**config.mk**
```make
export PLATFORM = sky130hd
export DESIGN_NAME = riscv_fetch_unit
export DESIGN_NICKNAME = d
export VERILOG_FILES = /design/src/rtl/riscv_fetch_pkg.sv /design/src/rtl/fetch_fifo.sv /design/src/rtl/riscv_fetch_unit.sv
export SDC_FILE = /design/constraint.sdc
export NUM_CORES = 1
export LEC_CHECK = 0
export BUFFER_PORTS_ARGS = -buffer_cell sky130_fd_sc_hd__buf_2
export CORE_UTILIZATION = 58
export CTS_CLUSTER_DIAMETER = 30
export DETAILED_ROUTE_END_ITERATION = 7
export PLACE_DENSITY = 0.79
export REMOVE_ABC_BUFFERS = 1
export SYNTH_ARGS = -nofsm -noshare
export SYNTH_HDL_FRONTEND = slang
export SYNTH_SLANG_ARGS = --single-unit
```
**constraint.sdc**
```tcl
create_clock -name clk -period 4 [get_ports clk]
set_clock_uncertainty 0.2 [all_clocks]
set_input_delay 0.8 -clock clk [delete_from_list [all_inputs] [get_ports clk]]
set_output_delay 0.8 -clock clk [all_outputs]
set_load 0.05 [all_outputs]
```
**src/rtl/riscv_fetch_pkg.sv**
```systemverilog
// Shared types and constants for the RISC-V instruction fetch stage.
// Included by the fetch unit top and its prefetch FIFO.
package riscv_fetch_pkg;

  localparam int XLEN   = 32;
  localparam int INST_W = 32;

  localparam logic [INST_W-1:0] NOP     = 32'h0000_0013;
  localparam logic [XLEN-1:0]   PC_STEP = 32'd4;

  // Debug-only fetch state; behaviour is carried entirely by the counters.
  localparam logic [0:0] FETCH = 1'b0;
  localparam logic [0:0] DRAIN = 1'b1;

  typedef struct packed {
    logic [XLEN-1:0]   pc;
    logic [INST_W-1:0] inst;
  } fetch_entry_t;

  function automatic logic [XLEN-1:0] alignPc(input logic [XLEN-1:0] pc);
    return {pc[XLEN-1:2], 2'b00};
  endfunction

endpackage

```
**src/rtl/fetch_fifo.sv**
```systemverilog
// Prefetch FIFO holding {pc, inst} pairs between instruction memory and the core.
// Flush wins over push and pop; the head reads as zero whenever the FIFO is empty.
module fetch_fifo
  import riscv_fetch_pkg::*;
#(
  parameter int DEPTH = 4,
  parameter int CNT_W = $clog2(DEPTH + 1),
  parameter int WIDTH = XLEN + INST_W
) (
  input  logic             clk,
  input  logic             reset,
  input  logic             push,
  input  logic [WIDTH-1:0] pushData,
  input  logic             pop,
  input  logic             flush,
  output logic [CNT_W-1:0] count,
  output logic [WIDTH-1:0] head
);

  localparam int PTR_W = $clog2(DEPTH);
  localparam logic [PTR_W-1:0] PTR_ONE  = PTR_W'(1);
  localparam logic [CNT_W-1:0] CNT_ONE  = CNT_W'(1);
  localparam logic [CNT_W-1:0] CNT_FULL = CNT_W'(DEPTH);

  logic [WIDTH-1:0] mem_q [DEPTH];
  logic [PTR_W-1:0] rdPtr_q;
  logic [PTR_W-1:0] wrPtr_q;
  logic [CNT_W-1:0] count_q;
  logic             doPush;
  logic             doPop;

  assign doPop  = pop && (count_q != '0) && !flush;
  assign doPush = push && !flush && ((count_q != CNT_FULL) || doPop);

  always_ff @(posedge clk or posedge reset) begin
    if (reset) begin
      rdPtr_q <= '0;
      wrPtr_q <= '0;
      count_q <= '0;
    end else if (flush) begin
      rdPtr_q <= '0;
      wrPtr_q <= '0;
      count_q <= '0;
    end else begin
      if (doPush) wrPtr_q <= wrPtr_q + PTR_ONE;
      if (doPop)  rdPtr_q <= rdPtr_q + PTR_ONE;
      if (doPush && !doPop) begin
        count_q <= count_q + CNT_ONE;
      end else if (!doPush && doPop) begin
        count_q <= count_q - CNT_ONE;
      end
    end
  end

  // Storage needs no reset: the occupancy count alone decides what is visible.
  always_ff @(posedge clk) begin
    if (doPush) mem_q[wrPtr_q] <= pushData;
  end

  assign count = count_q;
  assign head  = (count_q != '0) ? mem_q[rdPtr_q] : '0;

endmodule

```
**src/rtl/riscv_fetch_unit.sv**
```systemverilog
// Instruction fetch stage: credit-limited requests to an in-order variable-latency
// memory, a prefetch FIFO toward the core, and redirect handling that drops stale responses.
module riscv_fetch_unit
  import riscv_fetch_pkg::*;
#(
  parameter logic [XLEN-1:0] RESET_PC = 32'h0000_0000,
  parameter int              DEPTH    = 4,
  parameter int              CNT_W    = $clog2(DEPTH + 1)
) (
  input  logic              clk,
  input  logic              reset,
  output logic              imem_req_valid,
  input  logic              imem_req_ready,
  output logic [XLEN-1:0]   imem_req_addr,
  input  logic              imem_rsp_valid,
  input  logic [INST_W-1:0] imem_rsp_data,
  input  logic              redirect_valid,
  input  logic [XLEN-1:0]   redirect_pc,
  output logic              inst_valid,
  input  logic              inst_ready,
  output logic [INST_W-1:0] inst_data,
  output logic [XLEN-1:0]   inst_pc,
  output logic [0:0]        dbg_state
);

  localparam logic [CNT_W:0]   CREDIT_MAX = (CNT_W + 1)'(DEPTH);
  localparam logic [CNT_W-1:0] CNT_ONE    = CNT_W'(1);

  logic [XLEN-1:0]  fetchPc_q, fetchPc_d;
  logic [XLEN-1:0]  respPc_q, respPc_d;
  logic [CNT_W-1:0] outstanding_q, outstanding_d;
  logic [CNT_W-1:0] dropCnt_q, dropCnt_d;
  logic [0:0]       state_q, state_d;
  logic [CNT_W-1:0] fifoCount;
  logic [CNT_W:0]   creditUsed;
  logic             reqFire;
  logic             rspDrop;
  logic             fifoPush;
  logic             fifoPop;
  fetch_entry_t     pushEntry;
  fetch_entry_t     headEntry;

  // Buffered plus in-flight fetches never exceed DEPTH, so a response always has a slot.
  assign creditUsed     = {1'b0, fifoCount} + {1'b0, outstanding_q};
  assign imem_req_valid = !reset && !redirect_valid && (creditUsed < CREDIT_MAX);
  assign imem_req_addr  = fetchPc_q;
  assign reqFire        = imem_req_valid && imem_req_ready;

  assign rspDrop  = imem_rsp_valid && (redirect_valid || (dropCnt_q != '0));
  assign fifoPush = imem_rsp_valid && !rspDrop;
  assign fifoPop  = inst_valid && inst_ready;

  assign pushEntry.pc   = respPc_q;
  assign pushEntry.inst = imem_rsp_data;

  always_comb begin
    fetchPc_d     = fetchPc_q;
    respPc_d      = respPc_q;
    dropCnt_d     = dropCnt_q;
    outstanding_d = outstanding_q;
    if (reqFire)        outstanding_d = outstanding_d + CNT_ONE;
    if (imem_rsp_valid) outstanding_d = outstanding_d - CNT_ONE;

    // Everything still in flight after a redirect cycle belongs to the old path.
    if (redirect_valid) begin
      fetchPc_d = alignPc(redirect_pc);
      respPc_d  = alignPc(redirect_pc);
      dropCnt_d = outstanding_d;
    end else begin
      if (reqFire)  fetchPc_d = fetchPc_q + PC_STEP;
      if (fifoPush) respPc_d  = respPc_q + PC_STEP;
      if (rspDrop)  dropCnt_d = dropCnt_q - CNT_ONE;
    end

    state_d = (dropCnt_d != '0) ? DRAIN : FETCH;
  end

  always_ff @(posedge clk or posedge reset) begin
    if (reset) begin
      fetchPc_q     <= RESET_PC;
      respPc_q      <= RESET_PC;
      outstanding_q <= '0;
      dropCnt_q     <= '0;
      state_q       <= FETCH;
    end else begin
      fetchPc_q     <= fetchPc_d;
      respPc_q      <= respPc_d;
      outstanding_q <= outstanding_d;
      dropCnt_q     <= dropCnt_d;
      state_q       <= state_d;
    end
  end

  fetch_fifo #(
    .DEPTH(DEPTH),
    .CNT_W(CNT_W),
    .WIDTH(XLEN + INST_W)
  ) u_fifo (
    .clk     (clk),
    .reset   (reset),
    .push    (fifoPush),
    .pushData(pushEntry),
    .pop     (fifoPop),
    .flush   (redirect_valid),
    .count   (fifoCount),
    .head    (headEntry)
  );

  assign inst_valid = (fifoCount != '0);
  assign inst_data  = headEntry.inst;
  assign inst_pc    = headEntry.pc;
  assign dbg_state  = state_q;

endmodule
```
==> flow_summary.ini, run 1 <==
[clocking]
clk-insertion-delay-late_ps = 550
cts_buffer_depth = 3
htreeDepth = 2
cts_root_buf = clkbuf_16
path_clk_slew_ps = 50
cts_tree = yes
clkSinkCount = 322
cts-resized-gates = 0
numCtsBuffers = 55
hold_buffers = 0
cts_setup_buffers = 0

[cells_and_area]
areaGrowthSynthToFinish_pct = 23.1
fin_cells = 1415
antenna_cells = 0
drive_gt1_share_pct = 33.6
fin_nets = 1141

[synthesis]
synth_enable_flop_cells = 248
ys_types = 62
ys.flop_type = edfxtp_1
yosysWarnings = 0
synth-seq-cells = 322
synth_top_area_share_pct = 54.1
yosys-top-cells-area = edfxtp_1 (54%), dfrtp_1 (13%), mux4_2 (10%)
seq_area_frac_synth_pct = 67.6
synth_area_mm2 = 0.0138
synth_most_common_cell = edfxtp_1
synth_top_cell_by_area = edfxtp_1
synthCells = 858
syn_area_per_cell_um2 = 16.0
synthArstFlopShare_pct = 23.0
ys_top_cells_by_count = edfxtp_1 (248), dfrtp_1 (74), and2_1 (72), mux4_2 (62), nand2_1 (57)

[timing]
rsz0062_at_grt = false
finalHoldViolations = 0
setup_tns_ps = 0
clock.fmax_mhz = 289
worstMarginPinSlew_ps = 677
maxSlewHeadroom_pct = 54.8
fin_crit_ps = 3460
holdWs_ps = 206
slew_violations = 0
finalSetupViolCount = 0
final.period_utilization_pct = 86.6
setup_slack_ps = 537

[pwr]
powerDensity_mw_per_mm2 = 744
p_leak_nw = 6.25
peakVddDrop_mv = 0.432
finalPower_w = 0.0126

[grt]
grt_max_degree = 63
grt_pass1_wl_um = 47500
globalRouteOverflowTotal = 0
antenna_found_initial = 1
grt_use_total_pct = 26.1
grt_pass1_vias = 8426

[setup_path]
reg2regPathDepth = 9
crit_chain = or3_2 > buf_12 > and2_1 > buf_2
end_kind = output pin
required_ps = 3000
critical_path_class = reg2out
cp_slowest_cell = or3_2
path_max_fanout = 45
r2r_start = u_fifo.count[2]
worstPathArrival_ps = 2460
r2r_setup_slack_ps = 1260
start_kind = flop
r2r_end = dbg_state
max_stage_delay_ps = 750
crit_buf_inv = 2
cpLargestDelayFamily = simple AND/OR/NAND/NOR gates

[drt]
drt_first_pass_iters = 5
first_iter_violations = 567
drt-wirelength-per-cell_um = 21.7
avgViaCountPerCell = 5.93
detail-route-antenna-nets = 0
postRouteWirelength_um = 30800
vias = 8384
drcViolationCount = 0

[hold_path]
hp-class = in2async

[placement]
place_congestion = 0.864
io_buffers = 162
place_ws_ps = 772
dp.cells = 1314
dp_hpwl_um = 17900

[floorplan]
die-width_um = 156
coreArea_mm2 = 0.0229
die-area_mm2 = 0.0243
std_cell_rows = 55
dieHeight_um = 156
ios = 169
start_util_pct = 60.0

[job]
maxCapViolations = 0

[status]
status = finished, final reports clean
## layout by cell type (no fill, tap or decap), types with 3 or more instances in the layout
cell type,count
a21oi_1,11
a31oi_1,5
and2_1,68
and2_2,4
and3_1,7
and4_1,5
buf_12,8
buf_2,162
buf_4,11
bufinv_16,9
clkbuf_1,8
clkbuf_16,56
clkinv_1,5
clkinv_2,5
clkinv_4,5
clkinvlp_4,6
conb_1,4
dfrtp_1,72
edfxtp_1,248
ha_1,12
inv_1,16
inv_6,6
mux2_2,12
mux2i_1,7
mux4_2,62
nand2_1,57
nand3_1,26
nand3_2,3
nand4_1,20
nand4b_1,3
nor2_1,28
nor3_1,5
nor4_1,4
o211ai_1,12
o21ai_0,14
o21ai_1,20
o311ai_1,6
or3_1,3
xnor2_1,20
xor2_1,26
## sequential cells by signal (all words and copies together), names as in the netlist
register / count
u_fifo.mem_q: 248
imem_req_addr: 30
respPc_q: 30
dropCnt_q: 3
outstanding_q: 3
u_fifo.count: 3
u_fifo.rdPtr_q: 2
u_fifo.wrPtr_q: 2
dbg_state: 1
## worst reg2reg max path, stage by stage, from the launching register on
cell     delay [ps]
dfrtp_1         420
ha_1            250
nor4b_4         330
and3_1          270
mux2i_1         250
ha_1            170
nand2_1          60
xor2_1          210
a21oi_1         120
or3_1           330
## stage by stage
stage	util [%]	cell area [um2]
floorplan	-	13600
global placement	65.6	15000
detailed placement	65.6	15000
CTS	73.9	16900
global route	73.9	16900
finish	73.9	16900
## layout make-up
cell class	count	area, um2
flip-flops and latches	322	9300
fillers	1391	5990
multi-input cells	480	4210
clock buffers	65	1450
repair buffers	181	1050
clock inverters	36	455
well taps	313	392
inverters	18	67.6
## routing by layer
layer | share of wire (%) | track usage, %
met1 | 41 | 34.6
met5 | 0 | 0
met4 | 2.3 | 8.31
met3 | 7.5 | 4.92
met2 | 49 | 44.0
## cells by family (layout without fill, tap and decap cells)
logic type | Yosys count | count (layout) | synth area share, %
flops | 322 | 322 | 67.6
buf+inv | 59 | 300 | 1.89
simple gates | 256 | 256 | 10.9
compound gates | 79 | 79 | 3.64
fa+ha+maj | 13 | 13 | 1.24
mux | 82 | 82 | 11.7
other cells | 1 | 4 | 0.0273
xor+xnor | 46 | 46 | 2.93
## worst max path at each step
stage	start	endpoint	slack, ps	cells after the start
3_3_place_gp	redirect_valid	dbg_state	830	9
3_5_place_dp	redirect_valid	dbg_state	770	9
6_report	u_fifo.count[0]	inst_pc[15]	540	4
5_1_grt	u_fifo.rdPtr_q[0]	inst_pc[16]	450	4
2_1_floorplan	u_fifo.rdPtr_q[0]	inst_data[0]	-500	2
4_1_cts	u_fifo.rdPtr_q[0]	inst_pc[21]	490	4
## power by group
group / leakage [nW] / internal (W) / total (W) / switching (W)
Sequential: 3.12 / 0.00382 / 0.00407 / 0.000251
Combinational: 2.21 / 0.00114 / 0.00378 / 0.00264
Clock: 0.910 / 0.00316 / 0.00475 / 0.00159
Total: 6.25 / 0.00812 / 0.0126 / 0.00448
No activity file was read; power rests on OpenSTA's default activity.
==> run 2: changes to the inputs <==
--- a/config.mk
+++ b/config.mk
@@ -5,8 +5,9 @@
 export SDC_FILE = /design/constraint.sdc
 export NUM_CORES = 1
 export LEC_CHECK = 0
+export ABC_AREA = 1
 export BUFFER_PORTS_ARGS = -buffer_cell sky130_fd_sc_hd__buf_2
-export CORE_UTILIZATION = 58
+export CORE_UTILIZATION = 59
 export CTS_CLUSTER_DIAMETER = 30
 export DETAILED_ROUTE_END_ITERATION = 7
 export PLACE_DENSITY = 0.79
==> run 2 against run 1 <==
  * Synthesized cell count rose by 77%
  * Global-route usage is 1.6 points higher
  * Largest power group unchanged
  * Design area grew 5.2%
  * First-iteration DRC count rose by 88%
  * Clock power is 1% lower
  * Critical path type unchanged
  * Total power is 1.1% lower
  * Area after synthesis increased by 7.8%
==> flow_summary.ini, run 2 <==
[floorplan]
die-width_um = 161
die-area_mm2 = 0.0258
std_cell_rows = 57
coreArea_mm2 = 0.0245
start_util_pct = 60.6
dieHeight_um = 161
ios = 169

[drt]
postRouteWirelength_um = 35800
drcViolationCount = 0
drt_first_pass_iters = 6
drt-wirelength-per-cell_um = 17.5
top_layer = met4
wl_met3_um = 3160
met2_length_um = 17100
detail-route-antenna-nets = 0
first_iter_violations = 1068
vias = 11564
wl_met1_um = 14200
avgViaCountPerCell = 5.65

[setup_path]
worstPathArrival_ps = 2630
reg2regPathDepth = 7
start_kind = flop
path_max_fanout = 43
end_kind = output pin
r2r_setup_slack_ps = 1120
r2r_start = dropCnt_q[0]
crit_start = u_fifo.rdPtr_q[1]
critical_path_class = reg2out
r2r_end = u_fifo.mem_q[3][36]
required_ps = 3000

[synthesis]
synth_top_family_by_area = simple AND/OR/NAND/NOR gates
synth_most_common_cell = nor2_1
synth_top_area_share_pct = 50.2
ys_types = 49
ys.flop_type = edfxtp_1
synth_enable_flop_cells = 248
synth-xor-area-share_pct = 0.945
seq_area_frac_synth_pct = 62.7
synthArstFlopShare_pct = 23.0
yosysWarnings = 0
synthCells = 1516
yosys-top-cells-area = edfxtp_1 (50%), dfrtp_1 (12%), nor2_1 (8.7%)
synth-seq-cells = 322
synth_compound_area_share_pct = 9.98
syn_area_per_cell_um2 = 9.78
synth_area_mm2 = 0.0148
synth_top_cell_by_area = edfxtp_1
synth-adder-area-share_pct = 1.15
synth.area.mux_share_pct = 0
ys_top_cells_by_count = nor2_1 (344), nand2_1 (259), edfxtp_1 (248), o21ai_0 (135), a21oi_1 (91)
synthSimpleGateAreaFrac_pct = 20.6

[cells_and_area]
final_core_util_pct = 72.8
largest-register = u_fifo.mem_q
final_cell_mix = nor2_1 (340), nand2_1 (259), edfxtp_1 (248), buf_2 (162), o21ai_0 (135)
fin_cells = 2047
areaGrowthSynthToFinish_pct = 20.2
final_common_cell = nor2_1
fill_cells = 1666
fin_nets = 1763
stdcell_area_mm2 = 0.0178
antenna_cells = 0
largest_reg_flops = 248
drive_gt1_share_pct = 17.5

[hold_path]
whs_endpoint = u_fifo.mem_q[2][1]
holdCritStartpoint = imem_rsp_data[1]
holdPathStages = 1
hp-class = in2reg

[pwr]
peakVddDrop_mv = 0.430
switching_share_pct = 38.0
p_int_w = 0.00773
switchingPower_w = 0.00473
p_seq_share_pct = 33.1
p_leak_nw = 7.05
pwr-share-clk_pct = 37.6
finalPower_w = 0.0125
pwr-share-comb_pct = 29.3
powerDensity_mw_per_mm2 = 699

[grt]
globalRouteOverflowTotal = 0
grt_pass1_vias = 11167
grt_use_total_pct = 27.7
grt_max_degree = 127
grt_pass1_wl_um = 55900
antenna_found_initial = 0

[clocking]
cts_root_buf = clkbuf_16
clk-insertion-delay-late_ps = 560
path_clk_slew_ps = 60
hold_buffers = 0
cts-resized-gates = 0
clkSinkCount = 322
cts_setup_buffers = 0
cts_tree = yes
htreeDepth = 2
numCtsBuffers = 53
cts_buffer_depth = 3

[timing]
clock.fmax_mhz = 276
fin_crit_ps = 3630
worstMarginPinSlew_ps = 971
finalSetupViolCount = 0
holdWs_ps = 247
rsz0062_at_grt = false
finalHoldViolations = 0
final.period_utilization_pct = 90.6
slew_violations = 0
maxSlewHeadroom_pct = 35.3

[job]
maxCapViolations = 0

[placement]
place_congestion = 0.935
place_area_mm2 = 0.0159
io_buffers = 162
dp.cells = 1949
dp_hpwl_um = 20900

[status]
status = finished, final reports clean
-- run 2: power by group through the flow --
| stage | sequential [W] | clock [W] | combinational [W] |
|---|---|---|---|
| floorplan | 0.00436 | 0 | 0.00246 |
| global placement | 0.00416 | 0 | 0.00358 |
| detailed placement | 0.00416 | 0 | 0.00363 |
| CTS | 0.00411 | 0.00472 | 0.00366 |
| global route | 0.00414 | 0.00488 | 0.00392 |
| finish | 0.00412 | 0.00468 | 0.00366 |
-- run 2: per-stage QoR --
step / setup TNS (ps) / setup slack (ps)
finish: 0 / 375
global route: 0 / 268
CTS: 0 / 393
detailed placement: 0 / 722
global placement: 0 / 754
floorplan: -303870 / -1070
-- run 2: metal layers --
layer | up-vias | global-route usage, %
li1 | 5487 | -
met1 | 5403 | 35.5
met2 | 568 | 46.0
met3 | 106 | 5.37
met4 | 0 | 12.6
met5 | - | 0
-- run 2: worst max-delay path, cell delays in order, from the launching register on --
cell	delay (ps)
dfrtp_2	630
inv_2	330
buf_12	290
nor2_1	110
o21ai_0	90
a21oi_1	270
buf_2	320
-- run 2: worst max-delay path by stage --
stage / to / slack [ps] / depth (start not counted)
after floorplan: inst_data[0] / -1070 / 3
after global placement: u_fifo.mem_q[3][62] / 750 / 7
after detailed placement: u_fifo.mem_q[3][63] / 720 / 7
after CTS: inst_pc[18] / 390 / 6
after global routing: inst_data[31] / 270 / 6
final: inst_pc[18] / 370 / 6
-- run 2: kinds of logic (layout without fill, tap and decap cells) --
| group | after synthesis | in the layout |
|---|---|---|
| xor gates and xnor gates | 16 | 16 |
| and+or+nand+nor | 727 | 727 |
| other | 1 | 4 |
| AOI/OAI and AO/OA | 279 | 279 |
| DFF | 322 | 322 |
| buffers and inverters | 158 | 362 |
| adders and majority gates | 13 | 13 |
-- run 2: final cells by class --
cell class	count	area, um2	area share, %
Sequential cell	322	9300	52.2
Multi-Input combinational cell	1039	4890	27.4
Clock buffer	62	1390	7.80
Timing Repair Buffer	177	1010	5.68
Clock inverter	36	484	2.72
Tap cell	324	405	2.28
Inverter	87	330	1.85
